## config.mk

```make
export PLATFORM = sky130hd
export DESIGN_NAME = mem_port_arbiter_flat
export DESIGN_NICKNAME = d
export VERILOG_FILES = /design/src/rtl/mem_port_arbiter_if.sv /design/src/rtl/mem_port_arbiter.sv /design/src/flat_wrapper.sv
export SDC_FILE = /design/constraint.sdc
export NUM_CORES = 1
export LEC_CHECK = 0
export ABC_AREA = 1
export CELL_PAD_IN_SITES_DETAIL_PLACEMENT = 2
export CELL_PAD_IN_SITES_GLOBAL_PLACEMENT = 2
export CORE_AREA = 2 2 172 174
export CTS_CLUSTER_DIAMETER = 100
export CTS_CLUSTER_SIZE = 40
export DETAILED_ROUTE_END_ITERATION = 12
export DIE_AREA = 0 0 174 176
export PLACE_DENSITY = 0.86
export SYNTH_ARGS = -nofsm -noshare
export SYNTH_HDL_FRONTEND = slang
export SYNTH_SLANG_ARGS = --single-unit
```

## constraint.sdc

```tcl
create_clock -name clk -period 2 [get_ports clk]
set_clock_uncertainty 0.15 [all_clocks]
set_input_delay 0.6 -clock clk [delete_from_list [all_inputs] [get_ports clk]]
set_output_delay 0.6 -clock clk [all_outputs]
set_load 0.05 [all_outputs]
```

## src/rtl/mem_port_arbiter_if.sv

```systemverilog
// Bus bundle for mem_port_arbiter.
// Carries the instruction-fetch request/response, the load/store request/response
// and the single-ported memory bus.
//   slave  : arbiter view (requests and mem_ack/mem_rdata in, ready/rdata/mem_* out)
//   master : environment view (requesters plus memory), the mirror of slave
interface mem_port_arbiter_if;
  logic        if_req;
  logic [31:0] if_addr;
  logic        if_ready;
  logic [31:0] if_rdata;

  logic        d_req;
  logic        d_we;
  logic [1:0]  d_size;
  logic [31:0] d_addr;
  logic [31:0] d_wdata;
  logic        d_ready;
  logic        d_err;
  logic [31:0] d_rdata;

  logic        mem_req;
  logic        mem_we;
  logic [31:0] mem_addr;
  logic [31:0] mem_wdata;
  logic [3:0]  mem_wstrb;
  logic        mem_ack;
  logic [31:0] mem_rdata;

  modport slave (
    input  if_req, if_addr, d_req, d_we, d_size, d_addr, d_wdata, mem_ack, mem_rdata,
    output if_ready, if_rdata, d_ready, d_err, d_rdata,
           mem_req, mem_we, mem_addr, mem_wdata, mem_wstrb
  );

  modport master (
    output if_req, if_addr, d_req, d_we, d_size, d_addr, d_wdata, mem_ack, mem_rdata,
    input  if_ready, if_rdata, d_ready, d_err, d_rdata,
           mem_req, mem_we, mem_addr, mem_wdata, mem_wstrb
  );
endinterface

```

## src/rtl/mem_port_arbiter.sv

```systemverilog
// Shares one single-ported memory bus between instruction fetch and the load/store
// path. One access at a time; data wins over fetch unless fetch has waited through
// STARVE_LIMIT consecutive data grants. Misaligned data accesses are rejected with
// d_err without touching the bus. All outputs are registered.
// Ports:
//   clk  - clock
//   rst  - synchronous, active-high reset
//   bus  - mem_port_arbiter_if.slave (fetch, load/store and memory bus signals)
//
// state    | meaning
// ---------+----------------------------------------------------------
// IDLE     | waiting for a request; arbitration happens here
// GRANT_IF | bus cycle for fetch, waiting for mem_ack
// GRANT_D  | bus cycle for load/store, waiting for mem_ack
// RESP     | one-cycle ready pulse to the owner, requests ignored
module mem_port_arbiter #(
  parameter int STARVE_LIMIT = 2
) (
  input  logic              clk,
  input  logic              rst,
  mem_port_arbiter_if.slave bus
);
  localparam int CW = (STARVE_LIMIT < 1) ? 1 : $clog2(STARVE_LIMIT + 1);
  localparam logic [CW-1:0] STARVE_MAX = CW'(STARVE_LIMIT);

  typedef enum logic [1:0] {IDLE, GRANT_IF, GRANT_D, RESP} state_t;

  state_t        r_state, w_state;
  logic [CW-1:0] r_starve, w_starve;
  logic          r_mem_req, w_mem_req;
  logic          r_mem_we, w_mem_we;
  logic [31:0]   r_mem_addr, w_mem_addr;
  logic [31:0]   r_mem_wdata, w_mem_wdata;
  logic [3:0]    r_mem_wstrb, w_mem_wstrb;
  logic          r_if_ready, w_if_ready;
  logic [31:0]   r_if_rdata, w_if_rdata;
  logic          r_d_ready, w_d_ready;
  logic          r_d_err, w_d_err;
  logic [31:0]   r_d_rdata, w_d_rdata;

  logic          w_misaligned;
  logic [3:0]    w_d_strb;
  logic [31:0]   w_d_lanes;
  logic          w_pick_if;

  // Alignment check, strobes and lane replication for the data request.
  always_comb begin
    w_misaligned = 1'b1;
    w_d_strb     = 4'b0000;
    w_d_lanes    = bus.d_wdata;
    unique case (bus.d_size)
      2'd0: begin
        w_misaligned = 1'b0;
        w_d_strb     = 4'b0001 << bus.d_addr[1:0];
        w_d_lanes    = {4{bus.d_wdata[7:0]}};
      end
      2'd1: begin
        w_misaligned = bus.d_addr[0];
        w_d_strb     = 4'b0011 << {bus.d_addr[1], 1'b0};
        w_d_lanes    = {2{bus.d_wdata[15:0]}};
      end
      2'd2: begin
        w_misaligned = |bus.d_addr[1:0];
        w_d_strb     = 4'b1111;
      end
      default: w_misaligned = 1'b1;
    endcase
  end

  // Fetch wins if data is idle, or if fetch has already been passed over
  // STARVE_LIMIT times in a row.
  assign w_pick_if = bus.if_req && (!bus.d_req || (r_starve == STARVE_MAX));

  always_comb begin
    w_state     = r_state;
    w_starve    = r_starve;
    w_mem_req   = r_mem_req;
    w_mem_we    = r_mem_we;
    w_mem_addr  = r_mem_addr;
    w_mem_wdata = r_mem_wdata;
    w_mem_wstrb = r_mem_wstrb;
    w_if_ready  = 1'b0;
    w_if_rdata  = r_if_rdata;
    w_d_ready   = 1'b0;
    w_d_err     = 1'b0;
    w_d_rdata   = r_d_rdata;

    unique case (r_state)
      IDLE: begin
        if (!bus.if_req) w_starve = '0;
        if (bus.d_req && w_misaligned) begin
          // Rejected without a bus cycle; not a grant, so the counter is untouched.
          w_state   = RESP;
          w_d_ready = 1'b1;
          w_d_err   = 1'b1;
        end else if (w_pick_if) begin
          w_state     = GRANT_IF;
          w_starve    = '0;
          w_mem_req   = 1'b1;
          w_mem_we    = 1'b0;
          w_mem_addr  = {bus.if_addr[31:2], 2'b00};
          w_mem_wdata = '0;
          w_mem_wstrb = 4'b0000;
        end else if (bus.d_req) begin
          w_state     = GRANT_D;
          w_mem_req   = 1'b1;
          w_mem_we    = bus.d_we;
          w_mem_addr  = {bus.d_addr[31:2], 2'b00};
          w_mem_wdata = bus.d_we ? w_d_lanes : 32'h0;
          w_mem_wstrb = bus.d_we ? w_d_strb : 4'b0000;
          if (bus.if_req && (r_starve != STARVE_MAX)) w_starve = r_starve + 1'b1;
        end
      end
      GRANT_IF: begin
        if (bus.mem_ack) begin
          w_state     = RESP;
          w_mem_req   = 1'b0;
          w_mem_we    = 1'b0;
          w_mem_wstrb = 4'b0000;
          w_if_ready  = 1'b1;
          w_if_rdata  = bus.mem_rdata;
        end
      end
      GRANT_D: begin
        if (bus.mem_ack) begin
          w_state     = RESP;
          w_mem_req   = 1'b0;
          w_mem_we    = 1'b0;
          w_mem_wstrb = 4'b0000;
          w_d_ready   = 1'b1;
          w_d_rdata   = bus.mem_rdata;
        end
      end
      RESP:    w_state = IDLE;
      default: w_state = IDLE;
    endcase
  end

  always_ff @(posedge clk) begin
    if (rst) begin
      r_state     <= IDLE;
      r_starve    <= '0;
      r_mem_req   <= 1'b0;
      r_mem_we    <= 1'b0;
      r_mem_addr  <= '0;
      r_mem_wdata <= '0;
      r_mem_wstrb <= '0;
      r_if_ready  <= 1'b0;
      r_if_rdata  <= '0;
      r_d_ready   <= 1'b0;
      r_d_err     <= 1'b0;
      r_d_rdata   <= '0;
    end else begin
      r_state     <= w_state;
      r_starve    <= w_starve;
      r_mem_req   <= w_mem_req;
      r_mem_we    <= w_mem_we;
      r_mem_addr  <= w_mem_addr;
      r_mem_wdata <= w_mem_wdata;
      r_mem_wstrb <= w_mem_wstrb;
      r_if_ready  <= w_if_ready;
      r_if_rdata  <= w_if_rdata;
      r_d_ready   <= w_d_ready;
      r_d_err     <= w_d_err;
      r_d_rdata   <= w_d_rdata;
    end
  end

  assign bus.mem_req   = r_mem_req;
  assign bus.mem_we    = r_mem_we;
  assign bus.mem_addr  = r_mem_addr;
  assign bus.mem_wdata = r_mem_wdata;
  assign bus.mem_wstrb = r_mem_wstrb;
  assign bus.if_ready  = r_if_ready;
  assign bus.if_rdata  = r_if_rdata;
  assign bus.d_ready   = r_d_ready;
  assign bus.d_err     = r_d_err;
  assign bus.d_rdata   = r_d_rdata;
endmodule

```

## src/flat_wrapper.sv

```systemverilog
// flat-port wrapper written by rule: the top's interface ports become plain ports
module mem_port_arbiter_flat 
#(
  parameter int STARVE_LIMIT = 2
)
  (clk, rst, bus_if_req, bus_if_addr, bus_d_req, bus_d_we, bus_d_size, bus_d_addr, bus_d_wdata, bus_mem_ack, bus_mem_rdata, bus_if_ready, bus_if_rdata, bus_d_ready, bus_d_err, bus_d_rdata, bus_mem_req, bus_mem_we, bus_mem_addr, bus_mem_wdata, bus_mem_wstrb);
  mem_port_arbiter_if bus_i ();
  input  logic clk;
  input  logic rst;
  input wire logic [$bits(bus_i.if_req)-1:0] bus_if_req;
  input wire logic [$bits(bus_i.if_addr)-1:0] bus_if_addr;
  input wire logic [$bits(bus_i.d_req)-1:0] bus_d_req;
  input wire logic [$bits(bus_i.d_we)-1:0] bus_d_we;
  input wire logic [$bits(bus_i.d_size)-1:0] bus_d_size;
  input wire logic [$bits(bus_i.d_addr)-1:0] bus_d_addr;
  input wire logic [$bits(bus_i.d_wdata)-1:0] bus_d_wdata;
  input wire logic [$bits(bus_i.mem_ack)-1:0] bus_mem_ack;
  input wire logic [$bits(bus_i.mem_rdata)-1:0] bus_mem_rdata;
  output wire logic [$bits(bus_i.if_ready)-1:0] bus_if_ready;
  output wire logic [$bits(bus_i.if_rdata)-1:0] bus_if_rdata;
  output wire logic [$bits(bus_i.d_ready)-1:0] bus_d_ready;
  output wire logic [$bits(bus_i.d_err)-1:0] bus_d_err;
  output wire logic [$bits(bus_i.d_rdata)-1:0] bus_d_rdata;
  output wire logic [$bits(bus_i.mem_req)-1:0] bus_mem_req;
  output wire logic [$bits(bus_i.mem_we)-1:0] bus_mem_we;
  output wire logic [$bits(bus_i.mem_addr)-1:0] bus_mem_addr;
  output wire logic [$bits(bus_i.mem_wdata)-1:0] bus_mem_wdata;
  output wire logic [$bits(bus_i.mem_wstrb)-1:0] bus_mem_wstrb;
  assign bus_i.if_req = bus_if_req;
  assign bus_i.if_addr = bus_if_addr;
  assign bus_i.d_req = bus_d_req;
  assign bus_i.d_we = bus_d_we;
  assign bus_i.d_size = bus_d_size;
  assign bus_i.d_addr = bus_d_addr;
  assign bus_i.d_wdata = bus_d_wdata;
  assign bus_i.mem_ack = bus_mem_ack;
  assign bus_i.mem_rdata = bus_mem_rdata;
  assign bus_if_ready = bus_i.if_ready;
  assign bus_if_rdata = bus_i.if_rdata;
  assign bus_d_ready = bus_i.d_ready;
  assign bus_d_err = bus_i.d_err;
  assign bus_d_rdata = bus_i.d_rdata;
  assign bus_mem_req = bus_i.mem_req;
  assign bus_mem_we = bus_i.mem_we;
  assign bus_mem_addr = bus_i.mem_addr;
  assign bus_mem_wdata = bus_i.mem_wdata;
  assign bus_mem_wstrb = bus_i.mem_wstrb;
  mem_port_arbiter #(.STARVE_LIMIT(STARVE_LIMIT)) u_core (.clk(clk), .rst(rst), .bus(bus_i));
endmodule
```

After elaboration in Yosys (flattened, before gate mapping). Index checks and enable logic that the tools add are counted.

Reductions and logical operators: 18. Add/subtract/negate cells: 1. Muxes and demuxes: 36. Equality and inequality tests: 11. Shifts and indexed selects: 2. Bitwise logic cells: 3.

Operator list (number): 32-bit 2-to-1 mux (5); 32-bit case mux with 2 select lines (1); 4-bit 2-to-1 mux (5); 2-bit 2-to-1 mux (9); 4-bit case mux with 3 select lines (1); 1-bit 2-to-1 mux (9); 2-bit equality test (second input constant) (4); 4-bit case mux with 2 select lines (1); 2-bit OR reduction (4); 1-bit case mux with 2 select lines (3); 2-bit case mux with 3 select lines (1); 2-bit AND reduction (3); 2-bit by 1-bit equality test with 1-bit output (second input constant) (2); 2-bit logical NOT (2); 2-bit != test (second input constant) (2); 4-bit by 2-bit != test with 1-bit output (second input constant) (1); 4-bit AND reduction (1); 2-bit nonzero test (2); 1-bit by 2-bit left shift with 4-bit output (first input constant) (1); 2-bit by 2-bit left shift with 4-bit output (first input constant) (1); 1-bit logical AND (3); 3-bit by 2-bit != test with 1-bit output (second input constant) (1); 1-bit NOT (3); 1-bit case mux with 3 select lines (1); other kinds (5) (5).

Logic and storage cells: 83. Output and inout port bits: 137. Register bits after elaboration: 141.

Depth between registers and ports, before layout. Gate-level depths: netlist of run 1.

Word-level depth: 7. Gate-level depth with buffers: 12. Mapped depth without buffers: 11.

Worst setup path before layout of run 1. OpenSTA, ideal clock, no wires.

Path type: register to register. Start point: reg u_core.r_state[0]. End point: reg u_core.r_mem_req, in the netlist u_core.bus.mem_req. Path slack: 243 ps. Arrival: 1494 ps. Stages on the path, launching flop included: 10. Setup time: 113 ps. Required time: 1737 ps. Period minus slack after synthesis: 1757 ps. Cells stage by stage: dfxtp_1 > inv_1 > ha_1 > inv_1 > o21ai_0 > nor2_1 > nand2_1 > inv_1 > nor2_1 > nor2_1.

Word-level cells in the longest chain between the ends: 4. Elaborated cells between the ends (all ways): 10.

RTL lines: from (decl) (RTL line mem_port_arbiter.sv:28) `state_t r_state, w_state;`; from (signal assigned) (RTL line mem_port_arbiter.sv:154) `r_state <= w_state;`; 2-bit by 1-bit equality test with 1-bit output or 2-bit equality test (tied branches) (RTL line mem_port_arbiter.sv:88) `unique case (r_state)`; 2-bit OR reduction (no line); 2-bit by 1-bit != test with 1-bit output (no line) or 2-bit nonzero test (tied branches); 4-bit AND reduction (no line); to (signal assigned) (RTL line mem_port_arbiter.sv:156) `r_mem_req <= w_mem_req;`; to (decl) (RTL line mem_port_arbiter.sv:30) `logic r_mem_req, w_mem_req;`.

Several ways; a longest one is shown, not always the timed one. A chain may end at the register's enable or synchronous reset.

Worst setup path after layout of run 1.
Start point: in bus_if_req. End point: reg u_core.r_mem_addr[30], in the netlist u_core.bus.mem_addr[30].

Word-level cells in the longest chain between the ends: 3. Elaborated cells between the ends (all ways): 4.

RTL lines: from (decl) (RTL line flat_wrapper.sv:10) `input wire logic [$bits(bus_i.if_req)-1:0] bus_if_req;`; 1-bit logical AND * (RTL line mem_port_arbiter.sv:72) `assign w_pick_if = bus.if_req && (!bus.d_req || (r_starve == STARVE_MAX));`; 2-bit nonzero test (no line); 3-bit AND reduction (no line); to (signal assigned) (RTL line mem_port_arbiter.sv:158) `r_mem_addr <= w_mem_addr;`; to (decl) (RTL line mem_port_arbiter.sv:32) `logic [31:0] r_mem_addr, w_mem_addr;`.

Mark *: on every way between the ends. The rest lies on a longest branch, timed or not.

==> metrics.json, run 1 <==
{
  "antenna_violations_before_repair": 2,
  "routed_wire_length_per_instance_um": 16.8,
  "num-nets-final": 1301,
  "worst_path_arrival_time_ns": 2.08,
  "port-buffer-count": 268,
  "totalWireLength_mm": 26.2,
  "post_route_cells_drive_above_1_share_pct": 19.4,
  "design_power_mw": 13.9,
  "grt_first_pass_wirelength_mm": 41.2,
  "yosysWarningCount": 0,
  "number_of_synthesized_flops_with_an_enable_pin": 0,
  "detail_placement_hpwl_mm": 19.7,
  "overflow": 0,
  "cts-root-buf": "sky130_fd_sc_hd__clkbuf_16",
  "timing_worst_setup_path_type": "in -> reg",
  "place_area_mm2": 0.00937,
  "final_period_minus_worst_setup_slack_ns": 1.91,
  "unrepaired_setup_endpoints_after_global_routing": "no",
  "chipHeight_um": 176,
  "fin_ws_ns": 0.0899,
  "grt_start_max_net_pins": 47,
  "clock_tree.htree_level_count": 4,
  "final_cell_count_no_fill": 1559,
  "die_width_um": 174,
  "cts_made_buffers": 17,
  "clock_insertion_delay_worst_skew_ns": 0.42,
  "result_of_the_run": "finished, final reports clean",
  "placement.setup.worst_slack_ns": -0.462,
  "post_synthesis_cell_type_count": 22,
  "postLayoutCellArea_mm2": 0.0100,
  "clk_pin_slew_worst_paths_ns": 0.07,
  "tritoncts": "yes",
  "worstHoldPathType": "reg -> reg",
  "post-place-cells": 1524,
  "floorplan.rows": 62,
  "post_synthesis_sequential_area_ratio_pct": 46.5,
  "seqCellArea_mm2": 0.00278,
  "fmax_ghz": 0.524,
  "syn-mean-instance-area_um2": 6.77,
  "drt_pass1_iterations": 6,
  "floorplan.initialDensity_pct": 21.0,
  "critPathMaxFanout": 17,
  "synth_largest_area_cell": "sky130_fd_sc_hd__dfxtp_1",
  "required_time_of_the_critical_path_ns": 2.17,
  "numClockSinks": 139,
  "setup-tns-final_ns": 0,
  "via_per_inst": 4.41,
  "filler_cell_count": 3330,
  "gp_congestion": 0.743,
  "grt_util_all_layers_pct": 17.0,
  "post_synth_instance_area_mm2": 0.00599,
  "ctsHoldBuffers": 0,
  "cts_setup_buffers": 0,
  "maxCapViolCount": 0,
  "detail_route.drc_violations": 0,
  "primary_flip_flop_cell_chosen_by_synthesis_mapping": "sky130_fd_sc_hd__dfxtp_1",
  "timing.final.crit_share_pct": 95.5,
  "power.density_mw_per_mm2": 1390,
  "post_synth_main_area_contributors": "sky130_fd_sc_hd__dfxtp_1, sky130_fd_sc_hd__nor2_1, sky130_fd_sc_hd__nand2_1",
  "critical_path.endpoint_type": "flip-flop",
  "netlist.area_leader.share_pct": 46.5,
  "final-hold-violation-count": 0,
  "crit_path_start_kind": "input pin",
  "total_leakage_power_nw": 4.41,
  "area_taken_by_multi_input_logic_gates_mm2": 0.00280,
  "irDropWorstVdd_v": 0.000511,
  "worst_case_clock_buffer_depth": 2,
  "grt_pass1_vias": 7542,
  "syn2layout_area_growth_pct": 67.3,
  "die_area_mm2": 0.0306,
  "async_s_r_ff_share_synth_pct": 0,
  "drtAntennaViolNets": 0,
  "core-area_mm2": 0.0285,
  "synthCells": 884,
  "detail_route.iter0.violations": 171,
  "routed-via-count": 6877,
  "drv_slew": 0,
  "io_pins": 273,
  "yosys_register_bits": 139,
  "timing.final.setup_violations": 0
}
[worst paths after layout]
check	start	end	slack [ns]	depth (start not counted)
hold / removal	u_core.bus.mem_wdata[6]$_SDFFE_PP0P_	u_core.bus.mem_wdata[6]$_SDFFE_PP0P_	0.32	2
hold reg to reg	u_core.bus.mem_wdata[6]$_SDFFE_PP0P_	u_core.bus.mem_wdata[6]$_SDFFE_PP0P_	0.32	2
setup reg to reg	u_core.r_state[0]$_SDFFE_PP0P_	u_core.bus.mem_addr[30]$_SDFFE_PP0P_	0.13	8
setup / recovery	bus_if_req	u_core.bus.mem_addr[30]$_SDFFE_PP0P_	0.09	7
[sequential cells by signal, summed over array words and instances, names as in the netlist, 2 cells and up]
register,count
u_core.bus.mem_addr,30
u_core.bus.mem_wstrb,4
u_core.r_state,2
u_core.bus.d_rdata,32
u_core.bus.mem_wdata,32
u_core.bus.if_rdata,32
u_core.r_starve,2
[layer usage]
metal,wire length [um],share of wire (%),track usage (%),vias up
met1,10900,42,19.3,3313
met4,675,2.6,6.44,0
li1,-,-,-,3358
met2,13300,51,30.6,169
met3,1260,4.8,4.35,37
met5,0,0,0,-
[layout by cell type, fill, tap and decap left out, types with 3 or more instances in the layout]
| cell type | Yosys | routed |
|---|---|---|
| sky130_fd_sc_hd__nand4_1 | 8 | 8 |
| sky130_fd_sc_hd__o22ai_1 | 8 | 8 |
| sky130_fd_sc_hd__nand2_4 | 2 | 4 |
| sky130_fd_sc_hd__inv_8 | 0 | 4 |
| sky130_fd_sc_hd__ha_1 | 5 | 4 |
| sky130_fd_sc_hd__clkbuf_16 | 0 | 17 |
| sky130_fd_sc_hd__nor2_1 | 245 | 243 |
| sky130_fd_sc_hd__clkinv_4 | 0 | 3 |
| sky130_fd_sc_hd__o21ai_0 | 120 | 112 |
| sky130_fd_sc_hd__nand3_1 | 12 | 12 |
| sky130_fd_sc_hd__nand2_1 | 179 | 178 |
| sky130_fd_sc_hd__dlymetal6s2s_1 | 0 | 3 |
| sky130_fd_sc_hd__buf_12 | 0 | 39 |
| sky130_fd_sc_hd__clkinvlp_4 | 0 | 3 |
| sky130_fd_sc_hd__inv_1 | 40 | 39 |
| sky130_fd_sc_hd__a21oi_1 | 55 | 55 |
| sky130_fd_sc_hd__nor3_1 | 3 | 3 |
| sky130_fd_sc_hd__buf_4 | 4 | 141 |
| sky130_fd_sc_hd__nor2_2 | 2 | 3 |
| sky130_fd_sc_hd__dfxtp_1 | 139 | 139 |
| sky130_fd_sc_hd__o21ai_1 | 2 | 10 |
| sky130_fd_sc_hd__clkdlybuf4s50_1 | 0 | 128 |
| sky130_fd_sc_hd__inv_6 | 0 | 3 |
[Yosys cell counts (5+ instances only)]
master                     number
sky130_fd_sc_hd__a21oi_1       55
sky130_fd_sc_hd__buf_2         20
sky130_fd_sc_hd__clkbuf_1      28
sky130_fd_sc_hd__dfxtp_1      139
sky130_fd_sc_hd__ha_1           5
sky130_fd_sc_hd__inv_1         40
sky130_fd_sc_hd__nand2_1      179
sky130_fd_sc_hd__nand3_1       12
sky130_fd_sc_hd__nand4_1        8
sky130_fd_sc_hd__nor2_1       245
sky130_fd_sc_hd__o21ai_0      120
sky130_fd_sc_hd__o22ai_1        8
[metrics by stage]
step | hold slack (ns) | util, %
after floorplan | 0.293 | -
after global placement | 0.301 | 32.8
after detailed placement | 0.311 | 32.8
after CTS | 0.319 | 35.0
after global routing | 0.351 | 35.1
final | 0.316 | 35.1
[worst max-delay path: stages]
cell                              delay, ns
sky130_fd_sc_hd__clkdlybuf4s50_1       0.59
sky130_fd_sc_hd__nor2_2                0.09
sky130_fd_sc_hd__nor2_4                0.15
sky130_fd_sc_hd__nand2_4               0.12
sky130_fd_sc_hd__bufbuf_16             0.31
sky130_fd_sc_hd__o21ai_0               0.16
sky130_fd_sc_hd__nor2_1                0.05
[cells by family after synthesis]
group	share of synthesized area [%]
simple gates	29.6
fa+ha+maj	1.05
compound gates	15.6
buf+inv	7.19
flops	46.5
other cells	0.0626
[layout make-up]
type	instances	share of cell area [%]
inverter	42	1.59
multi-input combinational	646	28.0
sequential	139	27.8
timing repair buffer	314	32.0
antenna	2	0.0500
clock inverter	15	1.52
tap	384	4.80
clock buffer	17	4.25
[what timing repair did]
item | 4_1_cts | 5_1_grt
resized for setup | 3 | 16
pin swaps | 0 | 0
setup endpoints to repair | 2 | 53
endpoints found under the hold margin | 0 | 0
cloned | 1 | 0
[power breakdown]
part / switching, mW / total (mW) / internal, mW
Sequential: 0.452 / 3.91 / 3.45
Clock: 1.47 / 3.13 / 1.66
Combinational: 4.39 / 6.86 / 2.48
(Power assumes the default switching activity.)
==> inputs of run 2 (changes only) <==
CTS_CLUSTER_SIZE = unset   (was 40)
==> results of run 2 <==
No change in the layout: final DEF, timing and power equal those of run 1.
==> inputs of run 3 (changes only) <==
CAP_MARGIN = 20   (was unset)
==> results of run 3 <==
No change in the layout: final DEF, timing and power equal those of run 1.
